--- config.mk ---
export PLATFORM = sky130hd
export DESIGN_NAME = pkt_rx_ctrl
export DESIGN_NICKNAME = d
export VERILOG_FILES = /design/src/rtl/pkt_rx_ctrl.sv
export SDC_FILE = /design/constraint.sdc
export NUM_CORES = 1
export LEC_CHECK = 0
export BUFFER_PORTS_ARGS = -buffer_cell sky130_fd_sc_hd__buf_2
export CORE_ASPECT_RATIO = 0.7
export CORE_MARGIN = 2
export CORE_UTILIZATION = 40
export DETAILED_ROUTE_END_ITERATION = 7
export SLEW_MARGIN = 20
export SYNTH_ARGS = -nofsm -noshare
export SYNTH_HDL_FRONTEND = slang
export SYNTH_SLANG_ARGS = --single-unit
--- constraint.sdc ---
create_clock -name clk_i -period 4.76 [get_ports clk_i]
set_input_delay 0.714 -clock clk_i [delete_from_list [all_inputs] [get_ports clk_i]]
set_output_delay 0.714 -clock clk_i [all_outputs]
set_load 0.02 [all_outputs]
--- src/rtl/pkt_rx_ctrl.sv ---
// Packet receive controller: frames sop/eop beats into a 2**AWIDTH-word buffer, reports length and errors.
// Latency: write strobe, pkt_done_o and err_o appear one cycle after the accepted beat.
// Backpressure: ready_o drops after each stored packet until the sorter has raised and then released busy_i.
module pkt_rx_ctrl #(
  parameter int DWIDTH = 16,
  parameter int AWIDTH = 4
) (
  input  logic              clk_i,
  input  logic              srst_i,
  input  logic [DWIDTH-1:0] data_i,
  input  logic              val_i,
  input  logic              sop_i,
  input  logic              eop_i,
  input  logic              busy_i,
  output logic              ready_o,
  output logic              wr_en_o,
  output logic [AWIDTH-1:0] wr_addr_o,
  output logic [DWIDTH-1:0] wr_data_o,
  output logic              pkt_done_o,
  output logic [AWIDTH:0]   pkt_len_o,
  output logic              err_o
);

  typedef enum logic [2:0] {
    IDLE_S,
    RECV_S,
    DROP_S,
    WAIT_BUSY_S,
    WAIT_FREE_S
  } state_t;

  // Buffer capacity in words; cnt reaching this value means the buffer is full.
  localparam logic [AWIDTH:0] CAP = {1'b1, {AWIDTH{1'b0}}};

  state_t            state;
  state_t            state_nxt;
  logic [AWIDTH:0]   cnt;
  logic [AWIDTH:0]   cnt_nxt;
  logic              beat;
  logic              wr_nxt;
  logic [AWIDTH-1:0] addr_nxt;
  logic              done_nxt;
  logic              err_nxt;

  assign beat = val_i & ready_o;

  // State and word-counter register.
  always_ff @(posedge clk_i) begin
    if (srst_i) begin
      state <= IDLE_S;
      cnt   <= '0;
    end else begin
      state <= state_nxt;
      cnt   <= cnt_nxt;
    end
  end

  // Next state plus the per-beat write/done/error decisions.
  always_comb begin
    state_nxt = state;
    cnt_nxt   = cnt;
    wr_nxt    = 1'b0;
    addr_nxt  = '0;
    done_nxt  = 1'b0;
    err_nxt   = 1'b0;
    case (state)
      IDLE_S, RECV_S, DROP_S: begin
        if (beat) begin
          if (sop_i) begin
            // A new packet always starts at address 0; restarting an
            // unfinished packet is flagged, recovering from DROP is not.
            err_nxt = (state == RECV_S);
            wr_nxt  = 1'b1;
            cnt_nxt = (AWIDTH+1)'(1);
            if (eop_i) begin
              done_nxt  = 1'b1;
              state_nxt = WAIT_BUSY_S;
            end else begin
              state_nxt = RECV_S;
            end
          end else if (state == RECV_S) begin
            if (cnt != CAP) begin
              wr_nxt   = 1'b1;
              addr_nxt = cnt[AWIDTH-1:0];
              cnt_nxt  = cnt + 1'b1;
              if (eop_i) begin
                done_nxt  = 1'b1;
                state_nxt = WAIT_BUSY_S;
              end
            end else begin
              // Buffer already full: this packet cannot be stored.
              err_nxt   = 1'b1;
              state_nxt = eop_i ? IDLE_S : DROP_S;
            end
          end else if (state == DROP_S) begin
            if (eop_i) begin
              state_nxt = IDLE_S;
            end
          end else begin
            // Mid-packet word with no packet open.
            err_nxt = 1'b1;
          end
        end
      end
      WAIT_BUSY_S: begin
        if (busy_i) begin
          state_nxt = WAIT_FREE_S;
        end
      end
      WAIT_FREE_S: begin
        if (!busy_i) begin
          state_nxt = IDLE_S;
        end
      end
      default: begin
        state_nxt = IDLE_S;
      end
    endcase
  end

  // Input is accepted only while no stored packet is awaiting the sorter.
  always_comb begin
    ready_o = (state == IDLE_S) || (state == RECV_S) || (state == DROP_S);
  end

  // Registered buffer-write and status outputs; address/data hold between writes.
  always_ff @(posedge clk_i) begin
    if (srst_i) begin
      wr_en_o    <= 1'b0;
      wr_addr_o  <= '0;
      wr_data_o  <= '0;
      pkt_done_o <= 1'b0;
      pkt_len_o  <= '0;
      err_o      <= 1'b0;
    end else begin
      wr_en_o    <= wr_nxt;
      pkt_done_o <= done_nxt;
      err_o      <= err_nxt;
      if (wr_nxt) begin
        wr_addr_o <= addr_nxt;
        wr_data_o <= data_i;
      end
      if (done_nxt) begin
        pkt_len_o <= cnt_nxt;
      end
    end
  end

endmodule

After elaboration in Yosys (flattened, before gate mapping)
Cells that the tools add are included.
{"block": "word_totals", "reg_bits": 36, "inputBits": 22, "output_inout_bits": 29, "elab_cells": 66}
{"block": "op_classes", "addsub": 1, "eq_ne": 11, "muxes": 37, "n_bitwise": 3, "reduce_logical": 6}
{"op": "$mux W3", "count": 9}
{"op": "$mux W5", "count": 5}
{"op": "$mux W4", "count": 5}
{"op": "$mux W1", "count": 15}
{"op": "$ne A4 B4 Y1 const B", "count": 3}
{"op": "$pmux W3 S3", "count": 1}
{"op": "$eq A3 B2 Y1 const B", "count": 2}
{"op": "$ne A2 B2 Y1 const B", "count": 3}
{"op": "$reduce_and A6 Y1", "count": 1}
{"op": "$reduce_or A3 Y1", "count": 2}
{"op": "$add A5 B1 Y5 const B", "count": 1}
{"op": "$ne A5 B5 Y1 const B", "count": 1}
{"op": "$mux W2", "count": 2}
{"op": "$eq A3 B1 Y1 const B", "count": 1}
{"op": "$eq A3 B3 Y1 const B", "count": 1}
{"op": "$logic_not A3 Y1", "count": 1}
{"op": "$logic_or A1 B1 Y1", "count": 2}
{"op": "$not A1 Y1", "count": 2}
{"op": "$and A1 B1 Y1", "count": 1}

Logic depth before layout (Yosys ltp)
{"block": "logic_depth", "depth_word": 6, "depth_mapped": 9}

Worst setup path before layout
Ideal clock, no wire load.
{"block": "synth_timing", "path_type": "input port to flip-flop", "startpoint": "input port val_i", "endpoint": "register pkt_len_o[0]", "setup_time_ns": 0.121, "arrival_time_ns": 1.646, "path_slack_ns": 2.993, "path_stages": 4, "n_path_buf": 0, "cell_sequence": "nor2b_4 nand2_4 nor3_2 mux2_2"}
{"block": "synth_via", "elab_chain_cells": 3, "word_cells_on_any_way": 5, "cone_classes": "mux (4); bitwise (1)"}
{"element": "from (decl)", "line": "11", "rtl": "input logic val_i,"}
{"element": "$and A1 B1 Y1 (*)", "line": "45", "rtl": "assign beat = val_i & ready_o;"}
{"element": "$mux W5 or $mux W1 (tied branches)", "line": "68", "rtl": "if (beat) begin"}
{"element": "$mux W5 or $mux W1 (tied branches)", "line": "66", "rtl": "case (state)"}
{"element": "to (signal assigned)", "line": "144", "rtl": "pkt_len_o <= cnt_nxt;"}
{"element": "to (decl)", "line": "20", "rtl": "output logic [AWIDTH:0] pkt_len_o,"}
Mark *: on every way between the ends. The rest lies on a longest branch, timed or not.
A chain may end at the register's enable or synchronous reset.

Worst setup path in the final report
{"block": "layout_timing", "startpoint": "register cnt[0]", "endpoint": "register pkt_len_o[3]"}
{"block": "layout_via", "elab_chain_cells": 6, "word_cells_on_any_way": 12, "cone_classes": "add/sub (1); eq/ne (1); mux (10)"}
{"element": "from (decl)", "line": "37", "rtl": "logic [AWIDTH:0] cnt;"}
{"element": "from (signal assigned)", "line": "54", "rtl": "cnt <= cnt_nxt;"}
{"element": "$add A5 B1 Y5 or $ne A5 B5 Y1 (tied branches)", "line": "85, 82"}
{"element": "$mux W5 or $mux W1 (tied branches)", "line": "82", "rtl": "if (cnt != CAP) begin"}
{"element": "$mux W5 or $mux W1 (tied branches)", "line": "81", "rtl": "end else if (state == RECV_S) begin"}
{"element": "$mux W5 or $mux W1 (tied branches)", "line": "69", "rtl": "if (sop_i) begin"}
{"element": "$mux W5 or $mux W1 (tied branches)", "line": "68"}
{"element": "$mux W5 or $mux W1 (tied branches)", "line": "66"}
Several ways; a longest one is shown, not always the timed one.

==> impl_metrics.yaml <==
status:
  status: "finished, final reports clean"
routing:
  drtIter0Drc: 117
  antenna_left: 0
  num_vias: 1603
  wl_per_cell_um: 14.5
  avgViaCountPerCell: 5.53
  firstDrtPassIters: 5
  routed_wl_mm: 4.20
  drcViolationCount: 0
setup_path:
  rrSetupSlack_ns: 2.40
  cp_max_fo: 23
  cp.arrival_ns: 2.55
  path_buf_inv: 1
  required_ns: 4.96
  crit_path_end_kind: "flop"
  cpPeakStageDelay_ns: 0.70
  cpLargestDelayFamily: "compound AO/OA/AOI/OAI gates"
  crit_type: "reg -> reg"
  crit_path_top_delay_cell: "a21o_1"
  crit_chain: "inv_1 -> ha_1 -> nand4bb_1 -> a21o_1 -> a21oi_1 -> a311oi_2"
  start_kind: "flop"
clock_network:
  ctsRootBufferMaster: "clkbuf_8"
  cts_resized: 0
  clock-sinks: 36
  cts_buffer_depth: 2
  clock_latency_ns: 0.28
  cts.clk_slew.worst_paths_ns: 0.07
  htreeDepth: 2
  post_cts_buffers: 0
  ctsHoldBuffers: 0
  cts_tree: "built"
  cts_made_buffers: 5
sta:
  max_freq_ghz: 0.425
  holdWs_ns: 0.477
  rsz0062_at_grt: "false"
  setup_slack_ns: 2.40
  final_hold_viol_count: 0
  slew_violations: 0
  finalSetupTns_ns: 0
  finalCriticalPeriod_ns: 2.36
  fin_crit_sh: 0.495
  slew_headroom: 0.489
  finalSetupViolCount: 0
  clock_skew_ns: 0.00408
  tightest_slew_ns: 0.767
placement:
  io_buffers: 50
  dp_hpwl_mm: 2.84
  place_congestion: 0.878
  placedCellCount: 283
  dp_slack_ns: 2.39
cells_and_area:
  postLayoutCoreUtil: 0.504
  n_antenna_cell: 0
  final_cells: 290
  nets: 263
  syn_to_final_growth_pct: 17.7
  drive_gt1_frac: 0.294
grt:
  grt_pass1_wl_mm: 6.62
  antenna_found_initial: 0
  track_usage: 0.181
  grt_pass1_vias: 1375
  grt-ovfl-total: 0
  grt_max_degree: 39
power_and_ir_drop:
  combPwrFrac: 0.131
  p_seq_frac: 0.503
  switching_share: 0.260
  powerDensity_nw_per_um2: 313
  p_leak_nw: 0.821
  intPower_uw: 471
  clockPowerShare: 0.366
  irDropWorstVdd_uv: 192
  p_switching_uw: 166
die:
  rows: 19
  initial_core_util: 0.428
  die_h_um: 59.0
  die_w_um: 82.6
  num_io_pins: 51
  coreArea_um2: 4040
  dieArea_um2: 4880
synth:
  yosysSeqAreaShare: 0.416
  synth_cell_types: 45
  avgSynthCellArea_um2: 8.70
  synthesis.nets: 224
  ys_ff_latch: 36
  synth_cells: 199
  ys_warn_count: 0
  synth.cell_area_um2: 1730
flow_run:
  max-cap-violations: 0
worst_hold_path:
  hold_path_class: "reg -> reg"
==> layout by cell type, fill, tap and decap left out, types with 2 or more instances in the layout <==
master	instances
buf_2	50
dfxtp_1	36
a21oi_1	33
o21ai_0	23
nand3_1	21
inv_1	7
nor2_1	7
clkbuf_8	7
nand4_1	6
nand2_1	4
a21o_1	3
ha_1	3
and2_1	2
a41oi_1	2
nor3b_1	2
or2_2	2
a211oi_1	2
nor2b_1	2
a2111oi_0	2
o21ai_1	2
==> per-layer routing <==
layer  track usage  routed length (µm)  part of all wire  up-vias
met1         0.274                2100              0.50      729
met4        0.0632                  38            0.0090        0
met5             0                   0                 0        -
li1              -                   -                 -      806
met3        0.0488                 299             0.071        5
met2         0.243                1760              0.42       63
==> power groups by stage <==
stage / registers, mW / clock network (mW) / logic (mW)
4_1_cts: 0.320 / 0.239 / 0.0833
6_report: 0.320 / 0.233 / 0.0831
3_5_place_dp: 0.327 / 0 / 0.0831
5_1_grt: 0.322 / 0.253 / 0.0915
2_1_floorplan: 0.337 / 0 / 0.0470
3_3_place_gp: 0.327 / 0 / 0.0835
==> area by class of cell <==
| type | count | area, µm² |
|---|---|---|
| tap | 52 | 65.1 |
| sequential | 36 | 721 |
| fill | 394 | 2000 |
| timing repair buffer | 50 | 250 |
| inverter | 7 | 26.3 |
| multi-input combinational | 138 | 878 |
| clock buffer | 7 | 96.3 |
==> cell families (layout without fill, tap and decap cells) <==
family | Yosys count | count (layout) | synth area share
AOI/OAI and AO/OA | 76 | 76 | 0.264
adders and majority gates | 3 | 3 | 0.0217
buffers and inverters | 25 | 64 | 0.0759
DFF | 36 | 36 | 0.416
muxes | 1 | 1 | 0.00651
and+or+nand+nor | 58 | 58 | 0.215
==> Yosys cell counts, drive strengths merged <==
cell      n  area, µm²
a2111oi   2       17.5
a211oi    3       27.5
a21o      3       22.5
a21oi    34        181
a311oi    2       23.8
a31oi     1       6.26
a32o      1       10.0
a32oi     1       8.76
a41oi     2       17.5
and2      2       12.5
and3      1       6.26
and4bb    1       12.5
buf      14       90.1
clkbuf    4       15.0
dfxtp    36        721
ha        3       37.5
inv       7       26.3
mux2      1       11.3
nand2     5       26.3
nand2b    1       6.26
nand3    21        105
nand4     6       37.5
nand4bb   1       11.3
nor2      7       26.3
nor2b     3       26.3
nor3      2       15.0
nor3b     3       33.8
nor4      1       6.26
nor4b     1       23.8
o21ai    25        125
o21bai    1       7.51
o22a      1       8.76
or2       2       12.5
or4       1       11.3
==> metrics by stage <==
stage	total power [mW]	instance area [µm²]
2_1_floorplan	0.384	1730
3_3_place_gp	0.410	1940
3_5_place_dp	0.410	1940
4_1_cts	0.643	2040
5_1_grt	0.666	2040
6_report	0.637	2040
==> sequential cells by signal, indices dropped and copies added (netlist names) <==
name / flops
cnt: 5
wr_addr_o: 4
err_o: 1
pkt_len_o: 5
wr_en_o: 1
wr_data_o: 16
pkt_done_o: 1
state: 3
==> path summary, 6_finish.rpt <==
path | from | endpoint | cells past startpoint
worst max-delay path | cnt[0] | pkt_len_o[3] | 6
worst min-delay path | wr_data_o[8] | wr_data_o[8] | 2
worst max register to register | cnt[0] | pkt_len_o[3] | 6
worst min register to register | wr_data_o[8] | wr_data_o[8] | 2
==> worst register-to-register path, cell delays in order (launching register included) <==
cell and delay (ns):
dfxtp_1 0.43, inv_1 0.09, ha_1 0.21, nand4bb_1 0.39
a21o_1 0.71, a21oi_1 0.17, a311oi_2 0.27
(Power assumes the default switching activity.)
